**config.mk**
```make
export PLATFORM = sky130hd
export DESIGN_NAME = pc_fetch_sequencer
export DESIGN_NICKNAME = d
export VERILOG_FILES = /design/src/rtl/pc_fetch_sequencer.sv
export SDC_FILE = /design/constraint.sdc
export NUM_CORES = 1
export LEC_CHECK = 0
export ABC_AREA = 1
export CORE_MARGIN = 2
export CORE_UTILIZATION = 30
export CTS_BUF_LIST = sky130_fd_sc_hd__clkbuf_8
export CTS_CLUSTER_DIAMETER = 120
export CTS_CLUSTER_SIZE = 16
export DETAILED_ROUTE_END_ITERATION = 8
export HOLD_SLACK_MARGIN = 0.12
export PLACE_DENSITY = 0.63
export SLEW_MARGIN = 5
export SYNTH_ARGS = -nofsm -noshare
export SYNTH_HDL_FRONTEND = slang
export SYNTH_SLANG_ARGS = --single-unit
```
**constraint.sdc**
```tcl
create_clock -name clk -period 2.1 [get_ports clk]
set_input_delay 0.21 -clock clk [delete_from_list [all_inputs] [get_ports clk]]
set_output_delay 0.21 -clock clk [all_outputs]
set_load 0.1 [all_outputs]
```
**src/rtl/pc_fetch_sequencer.sv**
```systemverilog
// Program-counter owner and instruction fetch sequencer: fetches over a req/ack
// memory handshake and hands each instruction to decode over valid/ready.
module pc_fetch_sequencer #(
    parameter int                 ADDR_W     = 32,
    parameter int                 INSTR_W    = 32,
    parameter logic [ADDR_W-1:0]  RESET_ADDR = '0
) (
    input  logic               clk,
    input  logic               rst,
    output logic               imem_req,
    output logic [ADDR_W-1:0]  imem_addr,
    input  logic               imem_ack,
    input  logic [INSTR_W-1:0] imem_rdata,
    output logic [INSTR_W-1:0] instr,
    output logic               instr_valid,
    input  logic               instr_ready,
    input  logic               br_taken,
    input  logic [ADDR_W-1:0]  br_target,
    input  logic               halt,
    output logic [ADDR_W-1:0]  pc,
    output logic               halted
);

    typedef enum logic [1:0] {
        S_IDLE   = 2'b00,
        S_FETCH  = 2'b01,
        S_ISSUE  = 2'b10,
        S_HALTED = 2'b11
    } state_e;

    localparam logic [ADDR_W-1:0] WORD_MASK = ~ADDR_W'(3);
    localparam logic [ADDR_W-1:0] PC_RESET  = RESET_ADDR & WORD_MASK;

    state_e             state_q, state_d;
    logic [ADDR_W-1:0]  pc_q, pc_d;
    logic [INSTR_W-1:0] instr_q, instr_d;
    logic               accept;

    // State register
    always_ff @(posedge clk or negedge rst) begin
        if (!rst) begin
            state_q <= S_IDLE;
            pc_q    <= PC_RESET;
            instr_q <= '0;
        end else begin
            state_q <= state_d;
            pc_q    <= pc_d;
            instr_q <= instr_d;
        end
    end

    assign accept = (state_q == S_ISSUE) && instr_ready;

    // Next-state and datapath
    always_comb begin
        state_d = state_q;
        pc_d    = pc_q;
        instr_d = instr_q;
        unique case (state_q)
            S_IDLE:  state_d = S_FETCH;
            S_FETCH: begin
                if (imem_ack) begin
                    instr_d = imem_rdata;
                    state_d = S_ISSUE;
                end
            end
            S_ISSUE: begin
                if (accept) begin
                    // halt takes priority over a simultaneous redirect
                    if (halt) begin
                        state_d = S_HALTED;
                    end else if (br_taken) begin
                        pc_d    = br_target & WORD_MASK;
                        state_d = S_FETCH;
                    end else begin
                        pc_d    = pc_q + ADDR_W'(4);
                        state_d = S_FETCH;
                    end
                end
            end
            S_HALTED: state_d = S_HALTED;
            default:  state_d = S_IDLE;
        endcase
    end

    // Moore outputs
    always_comb begin
        imem_req    = 1'b0;
        instr_valid = 1'b0;
        halted      = 1'b0;
        unique case (state_q)
            S_FETCH:  imem_req    = 1'b1;
            S_ISSUE:  instr_valid = 1'b1;
            S_HALTED: halted      = 1'b1;
            default:  ;
        endcase
    end

    assign imem_addr = pc_q;
    assign pc        = pc_q;
    assign instr     = instr_q;

endmodule

```
* After elaboration in Yosys (flattened, before gate mapping)
Index checks and enable logic that the tools add are counted.
Widths: inputs -> output; s select.
** Operators by class
- Add/subtract/negate cells :: 1
- Eq/ne operators :: 5
- Multiplexer cells :: 8
- Bitwise logic cells :: 1
- Reduce and logical (&&, ||, !) cells :: 5
** Operators with widths (number)
- $add 32x3->32 const B :: 1
- $mux 32 :: 1
- $pmux 2 s4 :: 1
- $mux 2 :: 3
- $eq 2x2->1 const B :: 2
- $ne 2x2->1 const B :: 2
- $reduce_and 2->1 :: 2
- $mux 1 :: 3
- $reduce_and 3->1 :: 1
- $eq 2x1->1 const B :: 1
- $logic_not 2->1 :: 1
- $logic_and 1x1->1 :: 1
- $not 1->1 :: 1
** Word-level totals
- Register bits :: 66
- Input bits :: 70
- Output and inout bits :: 99
- Logic and storage cells :: 23

* Longest topological paths before layout
- Depth in word-level cells :: 4
- Mapped depth :: 10
- Gate-level depth less buffers :: 10

* Worst setup path after synthesis
No wires, ideal clock.
- Kind :: register -> register
- Start :: register pc_q[3], in the netlist imem_addr[3]
- End :: register pc_q[20], in the netlist imem_addr[20]
- Setup time :: 0.120 ns
- Data arrival time :: 2.071 ns
- Required time :: 1.980 ns
- Setup slack :: -0.091 ns
- Stages on the path, launching flop included :: 11
- Path buffers :: 0
- Clock period less this slack :: 2.191 ns
- Cells stage by stage :: dfrtp_1 -> ha_1 -> nand2_1 -> inv_1 -> nand3_1 -> nor2_1 -> nand3_1 -> nand2_1 -> nand2_1 -> nand2_1 -> nand2_1
** On the way
- Cells in the longest elaborated chain, start to end :: 2
** Ends and longest elaborated chain
- start: declaration :: RTL line 35 : logic [ADDR_W-1:0] pc_q, pc_d;
- start signal: assignment :: RTL line 47 : pc_q <= pc_d;
- $add 32x3->32 :: RTL line 76 : pc_d = pc_q + ADDR_W'(4);
- $mux 32 :: RTL line 72 : end else if (br_taken) begin
Every way passes these cells.
A chain may end at the register's enable or synchronous reset.

* Worst setup path in the final report
Ends and elaborated chain as after synthesis.

==> metrics.yaml <==
status: "finished, final reports clean"
async_flop_share: 1.00
cts_tree: "yes"
grt_pass1_wl_mm: 17.6
slew-limit-headroom: 0.611
end_kind: "register"
drive_gt1_frac: 0.267
routabilityCongestion: 0.819
dieArea_mm2: 0.0141
numPortBuffers: 162
ys_seq_area_frac: 0.404
initialDrtViolationCount: 156
clk_latency_ns: 0.35
syn2layout_area_growth_pct: 39.3
path_max_fanout: 6
synth_warnings: 0
syn_inst: 501
cp_common_cell: "nand2_1"
cp_slowest_cell: "dfrtp_2"
dieWidth_um: 119
setup_viol: 0
postSynthAreaPerCell_um2: 7.91
fin_crit_sh: 0.782
hpwlAfterDp_mm: 8.24
cp.required_ns: 2.34
initial_core_util: 0.310
fin_skew_ns: 0.00801
drc_errors: 0
clock.fmax_mhz: 609
synth_edf_count: 0
coreArea_mm2: 0.0128
htree_num_levels: 3
wl_per_cell_um: 13.3
grt_setup_unrepaired: "false"
cp_slowest_stage_delay_ns: 0.41
row_count: 41
cts-buffers-inserted: 9
root_buffer: "clkbuf_8"
cts.sinks: 64
synth.area.top_cells: "dfrtp_1 (40%), nand2_1 (13%), mux2_4 (11%)"
tns_ns: 0
hold_viol: 0
grt-ovfl-total: 0
worstPathCellList: "ha_1, nand2_1, inv_1, nand3_1, nor2_1, nand3_1, nand2_1, nand2_1, nand2_1, nand2_1"
num_io_pins: 169
clock_path_buffers: 2
critPathBufInv: 1
fin_nets: 707
final_max_slew_viol_count: 0
dr.pass1.iters: 4
layout_common_cells: "nand2_1 (137), buf_4 (101), nor2_1 (74)"
gr-usage-all-layers: 0.154
rrSetupSlack_ns: 0.46
die_y_um: 119
vias: 3584
viasPerCell: 4.41
crit_arrival_ns: 1.88
synth_cell_types: 30
worst_setup_path_start_kind: "register"
grt_max_degree: 35
synth_top_area_share: 0.404
final_common_cell: "nand2_1"
antenna_left: 0
grt_pass1_vias: 3520
hp-class: "in2async"
synth_area_mm2: 0.00396
tightestPinTransition_ns: 0.582
yosysTopAreaCell: "dfrtp_1"
synth_seq_cells: 64
path_class: "reg2reg"
maxCapViolations: 0
fin_crit_ns: 1.64
post-cts-setup-buffers: 0
wl_mm: 10.8
synthFlopType: "dfrtp_1"
antenna_cells: 0
antenna_found_initial: 0
path_clk_slew_ns: 0.08
cp_top_family: "simple AND/OR/NAND/NOR gates"
[metal layers]
metal  part of all wire  global-route usage  wire length [um]
met1               0.46               0.195              4930
met2               0.45               0.248              4880
met3              0.077              0.0455               836
met4              0.015              0.0536               160
met5                  0                   0                 0
[worst min-delay path: stages]
cell	delay, ns
dlygate4sd3_1	0.52
buf_2	0.11
buf_4	0.36
[flip-flops by register name (all words and copies together), names as in the netlist]
signal	cells
state_q	2
instr	32
imem_addr	30
[layout make-up]
type                       count  area (um^2)
fill                        1307         7260
multi-input combinational    350         1870
sequential                    64         1600
timing repair buffer         170         1450
tap                          172          215
inverter                      41          154
clock buffer                  10          138
clock inverter                 6         83.8
[path summary, 6_finish.rpt]
check	depth (start not counted)	from	to
setup / recovery	10	imem_addr[3]	imem_addr[20]
hold / removal	3	rst	imem_addr[7]
setup reg to reg	10	imem_addr[3]	imem_addr[20]
hold reg to reg	1	instr[7]	instr[7]
max in group asynchronous	3	rst	imem_addr[3]
min in group clk	3	br_target[3]	imem_addr[3]
[cells in the mapped netlist, types with 3 or more instances]
| cell | number |
|---|---|
| nand2_1 | 137 |
| nor2_1 | 74 |
| dfrtp_1 | 64 |
| inv_1 | 38 |
| nand3_1 | 35 |
| buf_4 | 34 |
| mux2_4 | 29 |
| o21ai_0 | 24 |
| a21oi_1 | 17 |
| buf_2 | 6 |
| clkbuf_1 | 5 |
| nor2_4 | 5 |
| buf_6 | 4 |
| nor2_2 | 4 |
| inv_2 | 3 |
| mux2_2 | 3 |
| nand2_2 | 3 |
[repair_timing]
action                                  4_1_cts  5_1_grt
hold endpoints to repair                     64        0
endpoints found under the setup margin        0        0
hold buffers                                  1        0
resized for setup                             0        0
[logic make-up (layout without fill, tap and decap cells)]
group / Yosys count / after routing / share of synthesized area
AOI/OAI and AO/OA: 49 / 49 / 0.0651
adders and majority gates: 1 / 1 / 0.00316
buffers and inverters: 90 / 227 / 0.127
DFF: 64 / 64 / 0.404
muxes: 32 / 32 / 0.118
other: 1 / 4 / 0.000947
and+or+nand+nor: 264 / 264 / 0.281
[metrics by stage]
stage	hold slack (ns)	cell area, um^2	utilization	instances	setup slack (ns)
2_1_floorplan	-0.0856	3980	-	504	0.0808
6_report	0.436	5520	0.432	813	0.457
5_1_grt	0.455	5520	0.432	813	0.248
3_3_place_gp	0.270	5290	0.414	796	0.387
3_5_place_dp	0.281	5290	0.414	796	0.378
4_1_cts	0.427	5520	0.432	813	0.459
Power is not shown: default switching activity piles up to over one toggle a cycle in this logic, so the estimate is an artifact.
